**config.mk**
```make
export PLATFORM = sky130hd
export DESIGN_NAME = fp_round_unit
export DESIGN_NICKNAME = d
export VERILOG_FILES = /design/src/rtl/fp_round_unit_pkg.sv /design/src/rtl/fp_round_unit_decide.sv /design/src/rtl/fp_round_unit.sv
export SDC_FILE = /design/constraint.sdc
export NUM_CORES = 1
export LEC_CHECK = 0
export ABC_AREA = 1
export CELL_PAD_IN_SITES_DETAIL_PLACEMENT = 0
export CELL_PAD_IN_SITES_GLOBAL_PLACEMENT = 2
export CORE_UTILIZATION = 25
export CTS_CLUSTER_DIAMETER = 150
export DETAILED_ROUTE_END_ITERATION = 8
export GPL_ROUTABILITY_DRIVEN = 0
export PLACE_DENSITY = 0.82
export SYNTH_ARGS = -nofsm -noshare
export SYNTH_HDL_FRONTEND = slang
export SYNTH_SLANG_ARGS = --single-unit
```
**constraint.sdc**
```tcl
create_clock -name clk_i -period 1.8 [get_ports clk_i]
set_input_delay 0.18 -clock clk_i [delete_from_list [all_inputs] [get_ports clk_i]]
set_output_delay 0.18 -clock clk_i [all_outputs]
set_load 0.02 [all_outputs]
```
**src/rtl/fp_round_unit_pkg.sv**
```systemverilog
// Shared types and constants for the FP rounding stage: packed float, RISC-V
// rounding modes, fflags layout and the overflow result selection.
package fp_round_unit_pkg;

    typedef struct packed {
        logic        sign;
        logic [7:0]  exponent;
        logic [22:0] fraction;
    } float_t;

    typedef enum logic [2:0] {
        RNE = 3'b000,
        RTZ = 3'b001,
        RDN = 3'b010,
        RUP = 3'b011,
        RMM = 3'b100
    } round_mode_t;

    typedef struct packed {
        logic nv;
        logic dz;
        logic of;
        logic uf;
        logic nx;
    } fflags_t;

    localparam int unsigned FRAC_W      = 23;
    localparam int unsigned EXP_W       = 8;
    localparam logic [7:0]  EXP_SPECIAL = 8'hFF;

    localparam float_t P_INFTY      = float_t'(32'h7F80_0000);
    localparam float_t N_INFTY      = float_t'(32'hFF80_0000);
    localparam float_t P_MAX_FINITE = float_t'(32'h7F7F_FFFF);
    localparam float_t N_MAX_FINITE = float_t'(32'hFF7F_FFFF);

    // Directed modes saturate at max-finite when rounding away from infinity.
    function automatic float_t overflow_result(input round_mode_t mode, input logic sign);
        float_t res;
        res = sign ? N_INFTY : P_INFTY;
        case (mode)
            RTZ:     res = sign ? N_MAX_FINITE : P_MAX_FINITE;
            RDN:     res = sign ? N_INFTY : P_MAX_FINITE;
            RUP:     res = sign ? N_MAX_FINITE : P_INFTY;
            default: res = sign ? N_INFTY : P_INFTY;
        endcase
        return res;
    endfunction

endpackage

```
**src/rtl/fp_round_unit_decide.sv**
```systemverilog
// Combinational rounding decision: increment bit, inexact and illegal-mode
// detection for one unrounded beat.
module fp_round_decide
    import fp_round_unit_pkg::*;
(
    input  logic        sign,
    input  logic        lsb,
    input  logic [2:0]  grs,
    input  logic [2:0]  round_mode,
    output logic        increment,
    output logic        inexact,
    output logic        illegal_rm,
    output round_mode_t eff_mode
);

    logic guard_bit;
    logic round_bit;
    logic sticky_bit;

    assign guard_bit  = grs[2];
    assign round_bit  = grs[1];
    assign sticky_bit = grs[0];
    assign inexact    = |grs;

    // Reserved encodings fall back to round-to-nearest-even.
    always_comb begin
        illegal_rm = 1'b0;
        eff_mode   = RNE;
        case (round_mode)
            3'b000:  eff_mode = RNE;
            3'b001:  eff_mode = RTZ;
            3'b010:  eff_mode = RDN;
            3'b011:  eff_mode = RUP;
            3'b100:  eff_mode = RMM;
            default: illegal_rm = 1'b1;
        endcase
    end

    always_comb begin
        increment = 1'b0;
        case (eff_mode)
            RNE:     increment = guard_bit & (round_bit | sticky_bit | lsb);
            RTZ:     increment = 1'b0;
            RDN:     increment = sign & inexact;
            RUP:     increment = !sign & inexact;
            RMM:     increment = guard_bit;
            default: increment = 1'b0;
        endcase
    end

endmodule

```
**src/rtl/fp_round_unit.sv**
```systemverilog
// Two-stage FP rounding pipeline: stage 1 decides the increment, stage 2
// applies it, handles overflow/specials and packs result and fflags.
module fp_round_unit
    import fp_round_unit_pkg::*;
#(
    parameter int PIPE_STAGES = 2
) (
    input  logic        clk_i,
    input  logic        rst_i,
    input  logic        clk_en_i,
    input  logic        valid_i,
    output logic        ready_o,
    input  logic        sign_i,
    input  logic [7:0]  exponent_i,
    input  logic [22:0] fraction_i,
    input  logic [2:0]  grs_i,
    input  logic [2:0]  round_mode_i,
    input  logic        invalid_i,
    input  logic        div_zero_i,
    input  logic        ovf_i,
    output logic        valid_o,
    input  logic        ready_i,
    output float_t      result_o,
    output fflags_t     fflags_o
);

    generate
        if (PIPE_STAGES != 2) begin : g_bad_pipe_stages
            $error("fp_round_unit: PIPE_STAGES must be 2");
        end
    endgenerate

    logic        s1_valid;
    logic        s2_valid;
    logic        s1_advance;
    logic        in_fire;

    logic        d_increment;
    logic        d_inexact;
    logic        d_illegal_rm;
    round_mode_t d_mode;

    logic              s1_sign;
    logic [EXP_W-1:0]  s1_exponent;
    logic [FRAC_W-1:0] s1_fraction;
    logic              s1_increment;
    logic              s1_inexact;
    logic              s1_nv;
    logic              s1_dz;
    logic              s1_ovf;
    round_mode_t       s1_mode;

    logic [30:0] sum;
    logic        passthrough;
    logic        overflow;
    float_t      s2_result_d;
    fflags_t     s2_flags_d;

    assign s1_advance = !s2_valid | ready_i;
    assign ready_o    = clk_en_i & (!s1_valid | s1_advance);
    assign in_fire    = valid_i & ready_o;
    assign valid_o    = s2_valid;

    fp_round_decide u_decide (
        .sign       (sign_i),
        .lsb        (fraction_i[0]),
        .grs        (grs_i),
        .round_mode (round_mode_i),
        .increment  (d_increment),
        .inexact    (d_inexact),
        .illegal_rm (d_illegal_rm),
        .eff_mode   (d_mode)
    );

    // Stage 1 captures the operand plus the rounding decision.
    always_ff @(posedge clk_i) begin
        if (rst_i) begin
            s1_valid     <= 1'b0;
            s1_sign      <= 1'b0;
            s1_exponent  <= '0;
            s1_fraction  <= '0;
            s1_increment <= 1'b0;
            s1_inexact   <= 1'b0;
            s1_nv        <= 1'b0;
            s1_dz        <= 1'b0;
            s1_ovf       <= 1'b0;
            s1_mode      <= RNE;
        end else if (clk_en_i) begin
            if (!s1_valid || s1_advance) begin
                s1_valid <= valid_i;
            end
            if (in_fire) begin
                s1_sign      <= sign_i;
                s1_exponent  <= exponent_i;
                s1_fraction  <= fraction_i;
                s1_increment <= d_increment;
                s1_inexact   <= d_inexact;
                s1_nv        <= invalid_i | d_illegal_rm;
                s1_dz        <= div_zero_i;
                s1_ovf       <= ovf_i;
                s1_mode      <= d_mode;
            end
        end
    end

    // A single 31-bit add lets a fraction carry bump the exponent for free.
    always_comb begin
        sum         = {s1_exponent, s1_fraction} + {30'd0, s1_increment};
        passthrough = (s1_exponent == EXP_SPECIAL);
        overflow    = !passthrough & (s1_ovf | (sum[30:23] == EXP_SPECIAL));

        s2_result_d = {s1_sign, sum};
        if (passthrough) begin
            s2_result_d = {s1_sign, s1_exponent, s1_fraction};
        end else if (overflow) begin
            s2_result_d = overflow_result(s1_mode, s1_sign);
        end

        s2_flags_d.nv = s1_nv;
        s2_flags_d.dz = s1_dz;
        s2_flags_d.of = overflow;
        s2_flags_d.uf = (s1_exponent == '0) & s1_inexact;
        s2_flags_d.nx = !passthrough & (s1_inexact | overflow);
    end

    // Stage 2 output register; holds while the consumer stalls.
    always_ff @(posedge clk_i) begin
        if (rst_i) begin
            s2_valid <= 1'b0;
            result_o <= '0;
            fflags_o <= '0;
        end else if (clk_en_i && s1_advance) begin
            s2_valid <= s1_valid;
            if (s1_valid) begin
                result_o <= s2_result_d;
                fflags_o <= s2_flags_d;
            end
        end
    end

endmodule

```
==> impl_metrics.env <==
export IMPL_first_pass_iters=5
export IMPL_leakagePower_nw=2.56
export IMPL_yosysSeqAreaShare=0.398
export IMPL_yosysWarnings=0
export IMPL_end_kind="register"
export IMPL_wire_per_inst_microns=13.9
export IMPL_p_per_area_nw_per_um2=744
export IMPL_grt_max_degree=39
export IMPL_maxCapViolCount=0
export IMPL_slew_viol_final=0
export IMPL_startpoint_type="register"
export IMPL_grt_pass1_vias=4203
export IMPL_vias=4351
export IMPL_netlist_area_sq_um=3970
export IMPL_ys_ff_latch=79
export IMPL_min_from="fraction_i[10]"
export IMPL_syn_avg_cell_area_sq_um=6.76
export IMPL_cts_tree="built"
export IMPL_hold_class="in -> reg"
export IMPL_core_sq_um=15400
export IMPL_fin_nets=811
export IMPL_worstReg2RegEnd="result_o[23]$_SDFFE_PP0P_"
export IMPL_path_clk_slew_ns=0.06
export IMPL_die_h_microns=128
export IMPL_clk_path_buf_depth=2
export IMPL_final_cell_mix="nand2_1, buf_4, clkdlybuf4s50_1"
export IMPL_setup_violations=33
export IMPL_reg2reg_slack_ns=-0.42
export IMPL_max_slew_margin=0.745
export IMPL_ioPinCount=85
export IMPL_detailedPlace_worstSlack_ns=-0.480
export IMPL_ys_flop_type="dfxtp_1"
export IMPL_worstReg2RegStart="s1_increment$_SDFFE_PP0P_"
export IMPL_track_usage=0.170
export IMPL_ir_drop_v=0.000430
export IMPL_synth_edf_count=0
export IMPL_fin_ws_ns=-0.421
export IMPL_fin_crit_ns=2.22
export IMPL_die_area_sq_um=16400
export IMPL_drcViolationCount=0
export IMPL_worstRegToRegCells=18
export IMPL_final_common_cell="nand2_1"
export IMPL_antenna_found_initial=0
export IMPL_die_w_microns=128
export IMPL_synth_cell_types=26
export IMPL_gr_total_overflow=0
export IMPL_area_growth_pct=61.4
export IMPL_holdPathStages=3
export IMPL_clk_latency_ns=0.35
export IMPL_drt_iter0_markers=251
export IMPL_status="finished, violations left"
export IMPL_holdPathEnd="s1_fraction[10]$_SDFFE_PP0P_"
export IMPL_vias_per_cell=4.44
export IMPL_clock_sinks=79
export IMPL_port_buffers=84
export IMPL_rsz0062_at_grt="true"
export IMPL_row_count=45
export IMPL_dpl_hpwl_microns=10800
export IMPL_cts_max_level=3
export IMPL_worstMarginPinSlew_ns=0.378
export IMPL_synth_nets=636
export IMPL_violations="setup timing"
export IMPL_critical_path_class="reg -> reg"
export IMPL_grt_first_pass_wirelength_microns=21200
export IMPL_hold_buffers=0
export IMPL_async_flop_share=0
export IMPL_start_util=0.258
export IMPL_hold_violations=0
export IMPL_required_ns=2.03
export IMPL_max_freq_mhz=450
export IMPL_ant_nets=0
export IMPL_fin_skew_ns=0.00903
export IMPL_synth_cells=588
export IMPL_clockRootBuffer="clkbuf_16"
export IMPL_diodes=0
export IMPL_drive_above_1_share=0.251
export IMPL_cts_made_buffers=9
export IMPL_cp_arrival_ns=2.45
export IMPL_path_max_fanout=5
export IMPL_min_period_over_period=1.23
export IMPL_wl_microns=13600
export IMPL_finalPower_w=0.00477
[per-stage QoR]
step                std cells  cell area, sq um  hold slack, ns  TNS (ns)  utilization
CTS                       977              6280           0.362     -9.71        0.409
finish                    979              6410           0.375    -11.84        0.417
global route              979              6410           0.381    -16.18        0.417
detailed placement        956              5770           0.457    -13.63        0.375
global placement          956              5770           0.455    -12.87        0.375
floorplan                 588              4020           0.242     -1.26            -
[layout make-up]
cell class	count	area, sq um
clock buffers	10	229
repair buffers	189	1700
well taps	211	264
flip-flops and latches	79	1590
fillers	1582	8960
inverters	62	235
clock inverters	6	115
multi-input cells	422	2280
[worst max-delay path, cell delays in order (launching register included)]
cell and delay (ns):
dfxtp_2 0.35, ha_4 0.15, ha_4 0.13, inv_2 0.04, nor2_4 0.13, nand2_4 0.11, nor2_1 0.10, nand2_1 0.06
nand2_1 0.07, nand2_2 0.08, inv_2 0.07, nand2_2 0.06, nor2_4 0.10, nand2_2 0.07, nand2_4 0.12, nand3_4 0.11
buf_4 0.16, nand3_1 0.10, a21oi_1 0.08
[cells in the mapped netlist (2+ instances only)]
cell type / instances / area share
nand2_1: 135 / 0.13
dfxtp_1: 79 / 0.40
a21oi_1: 72 / 0.091
nor2_1: 67 / 0.063
inv_1: 59 / 0.056
o21ai_0: 55 / 0.069
nand3_1: 22 / 0.028
clkbuf_1: 21 / 0.020
xor2_1: 14 / 0.031
nor2_2: 12 / 0.019
nor3_1: 9 / 0.011
nand4_1: 8 / 0.013
o221ai_1: 7 / 0.015
nand2_2: 6 / 0.0094
xnor2_1: 5 / 0.011
buf_4: 2 / 0.0038
ha_1: 2 / 0.0063
inv_2: 2 / 0.0019
nand2_4: 2 / 0.0057
nor2_4: 2 / 0.0057
nor4_1: 2 / 0.0031
[metal layers]
| layer | vias up | wire [microns] | part of all wire | global-route usage |
|---|---|---|---|---|
| met5 | - | 0 | 0 | 0 |
| met4 | 0 | 486 | 0.036 | 0.0824 |
| met3 | 23 | 689 | 0.051 | 0.0413 |
| met2 | 119 | 6120 | 0.45 | 0.272 |
| met1 | 1953 | 6290 | 0.46 | 0.215 |
| li1 | 2256 | - | - | - |
[registers in the layout (all words and copies together), names as in the netlist]
register / cells
s1_exponent: 8
s1_mode: 3
s1_fraction: 23
valid_o: 1
s1_sign: 1
s1_dz: 1
s1_ovf: 1
fflags_o: 5
s1_valid: 1
result_o: 32
s1_inexact: 1
s1_increment: 1
s1_nv: 1
[cells by family (layout without fill, tap and decap cells)]
| family | after synthesis | count (layout) | share of synthesized area |
|---|---|---|---|
| DFF | 79 | 79 | 0.398 |
| and+or+nand+nor | 266 | 266 | 0.290 |
| AOI/OAI and AO/OA | 135 | 135 | 0.178 |
| adders and majority gates | 2 | 2 | 0.00630 |
| xor gates and xnor gates | 19 | 19 | 0.0419 |
| buffers and inverters | 87 | 267 | 0.0863 |
[worst max-delay path by stage]
stage | to | cells past startpoint | slack [ns] | start
floorplan | result_o[10]$_SDFFE_PP0P_ | 19 | -0.08 | s1_increment$_SDFFE_PP0P_
finish | result_o[23]$_SDFFE_PP0P_ | 18 | -0.42 | s1_increment$_SDFFE_PP0P_
global placement | result_o[5]$_SDFFE_PP0P_ | 16 | -0.45 | s1_fraction[10]$_SDFFE_PP0P_
detailed placement | result_o[5]$_SDFFE_PP0P_ | 16 | -0.48 | s1_increment$_SDFFE_PP0P_
global route | result_o[1]$_SDFFE_PP0P_ | 18 | -0.55 | s1_increment$_SDFFE_PP0P_
CTS | result_o[10]$_SDFFE_PP0P_ | 19 | -0.35 | s1_increment$_SDFFE_PP0P_
[power by group]
group	internal, W	leakage, nW	switching (W)	total, W
logic	0.000373	1.74	0.000365	0.000738
registers	0.00184	0.649	0.0000706	0.00191
clock network	0.00136	0.164	0.000759	0.00212
total	0.00358	2.56	0.00119	0.00477
[what timing repair did]
item | 4_1_cts | 5_1_grt
endpoints found under the hold margin | 0 | 0
pin swaps | 2 | 3
resized for setup | 32 | 27
setup endpoints to repair | 33 | 34
buffers inserted | 5 | 3
Power figures use the tool's default switching activity.
